### src/rtl/prog_mux_bank.sv
// prog_mux_bank: scan-configured bank of muxes with double-buffered, validated commit
module prog_mux_bank #(
    parameter int INPUTS  = 4,
    parameter int OUTPUTS = 2,
    parameter int INV_EN  = 1
) (
    input  logic               prog_clk,
    input  logic               prog_rst_n,
    input  logic               prog_en,
    input  logic               prog_in,
    output logic               prog_out,
    input  logic               prog_commit,
    output logic               prog_ready,
    output logic               prog_err,
    input  logic [INPUTS-1:0]  mux_in,
    output logic [OUTPUTS-1:0] mux_out
);
    localparam int SEL_W     = $clog2(INPUTS);
    localparam int IN_W      = 2 ** SEL_W;
    localparam int CH_BITS   = SEL_W + INV_EN;
    localparam int CHAIN_LEN = OUTPUTS * CH_BITS;
    localparam int CNT_W     = $clog2(CHAIN_LEN + 2);
    localparam logic [CNT_W-1:0] CNT_FULL = CNT_W'(CHAIN_LEN);
    localparam logic [CNT_W-1:0] CNT_SAT  = CNT_W'(CHAIN_LEN + 1);
    localparam logic [1:0] S_EMPTY   = 2'd0;
    localparam logic [1:0] S_LOADING = 2'd1;
    localparam logic [1:0] S_FULL    = 2'd2;
    localparam logic [1:0] S_OVER    = 2'd3;

    logic [CHAIN_LEN-1:0] shadow;
    logic [CHAIN_LEN-1:0] live;
    logic [CNT_W-1:0]     cnt;
    logic [1:0]           state;
    logic [IN_W-1:0]      in_ext;

    always_comb state = cnt == '0 ? S_EMPTY : cnt < CNT_FULL ? S_LOADING : cnt == CNT_FULL ? S_FULL : S_OVER;

    assign prog_ready = state == S_FULL;
    assign prog_out   = shadow[CHAIN_LEN-1];
    // unused upper inputs of a non-power-of-2 mux read as constant 0
    assign in_ext     = IN_W'(mux_in);

    always_ff @(posedge prog_clk or negedge prog_rst_n) begin
        if (!prog_rst_n) begin
            shadow   <= '0;
            live     <= '0;
            cnt      <= '0;
            prog_err <= 1'b0;
        end else if (prog_commit) begin
            if (state == S_FULL) live <= shadow;
            prog_err <= state != S_FULL;
            cnt      <= '0;
        end else if (prog_en) begin
            shadow <= CHAIN_LEN'({shadow, prog_in});
            cnt    <= cnt == CNT_SAT ? cnt : cnt + 1'b1;
        end
    end

    for (genvar k = 0; k < OUTPUTS; k++) begin : g_ch
        logic [SEL_W-1:0] sel;
        logic             inv;
        assign sel = live[k*CH_BITS +: SEL_W];
        if (INV_EN != 0) begin : g_inv
            assign inv = live[k*CH_BITS+SEL_W];
        end else begin : g_noinv
            assign inv = 1'b0;
        end
        assign mux_out[k] = in_ext[sel] ^ inv;
    end
endmodule
### config.mk
export PLATFORM = sky130hd
export DESIGN_NAME = prog_mux_bank
export DESIGN_NICKNAME = d
export VERILOG_FILES = /design/src/rtl/prog_mux_bank.sv
export SDC_FILE = /design/constraint.sdc
export NUM_CORES = 1
export LEC_CHECK = 0
export BUFFER_PORTS_ARGS = -buffer_cell sky130_fd_sc_hd__buf_2
export CAP_MARGIN = 20
export CORE_UTILIZATION = 39
export CTS_CLUSTER_DIAMETER = 200
export CTS_CLUSTER_SIZE = 10
export DETAILED_ROUTE_END_ITERATION = 10
export GPL_TIMING_DRIVEN = 0
export PLACE_DENSITY_LB_ADDON = 0.08
export SLEW_MARGIN = 30
export SYNTH_ARGS = -nofsm -noshare
export SYNTH_HDL_FRONTEND = slang
export SYNTH_SLANG_ARGS = --single-unit
### constraint.sdc
create_clock -name prog_clk -period 3.3 [get_ports prog_clk]
set_input_delay 0.33 -clock prog_clk [delete_from_list [all_inputs] [get_ports prog_clk]]
set_output_delay 0.33 -clock prog_clk [all_outputs]
set_load 0.01 [all_outputs]
==> summary.txt <==
Core Footprint: 1783 um^2
power per cell area: 499.3 nW/um^2
Fillers: 158
RSZ-0062 raised after global routing: no
Worst Skew: 0.003193 ns
worst hold path type: in -> reg
r2r endpoint: live[2]
Startpoint Class: flop
Initial Util: 43.23%
Flop pwr share: 54.8%
R2R setup slack: 1.83 ns
switch share: 24.23%
CTS Buf Count: 3
share of cells above drive strength 1: 51.47%
# clock sinks: 16
Synthesized Nets: 63
worst relative slew slack: 75.99%
Worst Hold Depth: 2
hold_ws: 0.2733 ns
Critical Path, Cell by Cell: mux4_2, xor2_1, buf_2
DR WL/cell: 12.61 um
Switching Power: 110.5 uW
Final Wtd Congestion: 0.6607
GR Overflow Total: 0
Comb pwr share: 17.6%
leading area contributor after synthesis: dfrtp_1
hpwl dp: 893.2 um
CTS root buf: clkbuf_4
period utilization: 54.32%
post-CTS sizing: 0
crit end category: output port
overall routing resource usage: 13.04%
initial antenna violation count: 0
largest net degree at the start of global routing: 17
post-CTS setup buffer count: 0
Area Overhead vs Synth: 18.51%
Internal Power: 345.5 uW
Worst Path Arrival: 1.46 ns
crit path time final: 1.793 ns
Max Slew Vio Count: 0
Iter 0 DRT Violations: 2
drt via density: 4.839
Static Leakage: 0.0004720 uW
Clk Latency, worst-skew pair: 0.28 ns
mean area per synthesized cell: 15.41 um^2
max-cap viol count: 0
sequential share of the synthesized area: 51.95%
area of the multi-input gates: 351.6 um^2
Nets: 82
chip width: 46.46 um
via count: 450
Max FO, Critical Path: 2
status: finished clean
port bufs: 13
vias in the first global route: 425
register bit total from synthesis: 16
Fmax: 557.8 MHz
Max Root-Sink Buffers: 2
I/O pins: 14
cell count after synthesis: 50
gate family responsible for the most delay along the worst path: multiplexers
Final setup viols: 0
Worst Path Buf+Inv: 1
Clk pwr share: 27.6%
1st-pass router iterations: 4
Die ar.: 2158 um^2
top post-synthesis cells by area: dfrtp_1 52%, mux2_4 12%, mux2_2 8.8%, ha_1 6.5%, mux4_2 5.8%
Yosys top cell area share: 51.95%
Setup crit start: live[3]
Max rail drop VDD: 0.1958 mV
Synth Warn #: 0
clk slew on worst S/H paths: 0.09 ns
CP max stage delay: 0.52 ns
Yosys cell types: 16
Sequential Area: 400.4 um^2
htree depth: 1
Worst Hold End: shadow[0]
worst-margin pin slew: 0.3601 ns
Critical Path Slowest Stage Cell: mux4_2
Final Hold Viols: 0
reg2reg start: cnt[0]
R2R depth: 5
Total Routed Length: 1173 um
row cnt: 15
setup TNS: 0 ns
Cell Area, Synth: 770.7 um^2
residual DRC count: 0
ANT cells: 0
Final ANT Viol Nets: 0
# hold bufs at CTS: 1
Die Ht: 46.46 um
first-pass GRT wire length: 1897 um
critical path data required time: 2.97 ns
CTS tree: built
Hold Path Origin: prog_in
CP Class: reg -> out
==> cells in the mapped netlist <==
| library cell | count |
|---|---|
| xnor2_1 | 1 |
| inv_1 | 2 |
| and3_2 | 1 |
| buf_6 | 1 |
| nor2b_1 | 1 |
| ha_1 | 4 |
| nor2_1 | 3 |
| nor2b_2 | 1 |
| dfrtp_1 | 16 |
| xor2_1 | 2 |
| mux2_4 | 6 |
| mux2i_1 | 2 |
| nand2_4 | 1 |
| mux2_2 | 6 |
| o21a_1 | 1 |
| mux4_2 | 2 |
==> state kept, by name, indices dropped and copies added, names as in the netlist <==
register	flops
prog_err	1
cnt	3
shadow	6
live	6
==> cell usage in the layout (no fill, tap or decap) <==
master	synthesis	final
xor2_1	2	2
dfrtp_1	16	16
nor2b_1	1	1
mux2_2	6	6
xnor2_1	1	1
mux2_4	6	6
nand2_4	1	1
nor2b_2	1	1
mux2i_1	2	2
clkbuf_8	0	1
o21a_1	1	1
dlygate4sd3_1	0	1
ha_1	4	4
clkbuf_4	0	3
mux4_2	2	2
nor2_1	3	3
buf_6	1	1
and3_2	1	1
buf_2	0	13
inv_1	2	2
==> logic make-up after synthesis <==
group | after synthesis | share of synthesized area [%]
AO/OA/AOI/OAI | 1 | 0.9744
XOR/XNOR | 3 | 3.410
adder cells (fa/ha/maj) | 4 | 6.494
buffers and inverters | 3 | 2.435
flip-flops | 16 | 51.95
multiplexers | 16 | 28.90
AND/OR/NAND/NOR | 7 | 5.845
==> power groups by stage <==
stage | logic [uW] | clock network [uW] | registers, uW
floorplan | 55.3 | 0 | 249
global placement | 78.5 | 0 | 253
detailed placement | 80.3 | 0 | 254
CTS | 82.0 | 134 | 250
global route | 88.7 | 143 | 254
finish | 80.3 | 126 | 250
==> cell type report <==
class	instances	share of cell area, %
buffer	1	1.233
tap	25	3.425
timing repair buffer	14	8.219
multi-input combinational	31	38.49
clock buffer	4	3.973
sequential	16	43.84
inverter	2	0.8219
==> layer usage <==
layer	global-route usage, %	share of wire (%)	up-vias	routed length [um]
met2	19.44	50	10	583
met1	17.69	47	231	555
met5	0	0	-	0
met3	3.529	2.9	0	34
met4	5.294	0	0	0
li1	-	-	209	-
==> worst max-delay path by stage <==
stage                       endpoint  slack (ns)  cells after the start
after floorplan           mux_out[0]        1.90                      2
after global placement    mux_out[1]        1.78                      4
after detailed placement  mux_out[1]        1.77                      4
after CTS                 mux_out[1]        1.47                      3
after global routing      mux_out[1]        1.42                      3
final                     mux_out[1]        1.51                      3
==> metrics by stage <==
stage | setup WS, ns | cells | utilization (%) | power [uW] | area (um^2)
after global placement | 1.782 | 88 | 48.63 | 331.4 | 867.1
after floorplan | 1.900 | 50 | - | 304.2 | 770.7
final | 1.507 | 93 | 51.23 | 456.1 | 913.4
after global routing | 1.423 | 93 | 51.23 | 485.5 | 913.4
after CTS | 1.469 | 93 | 51.23 | 466.3 | 913.4
after detailed placement | 1.766 | 88 | 48.63 | 334.7 | 867.1
No activity file was read; power rests on OpenSTA's default activity.
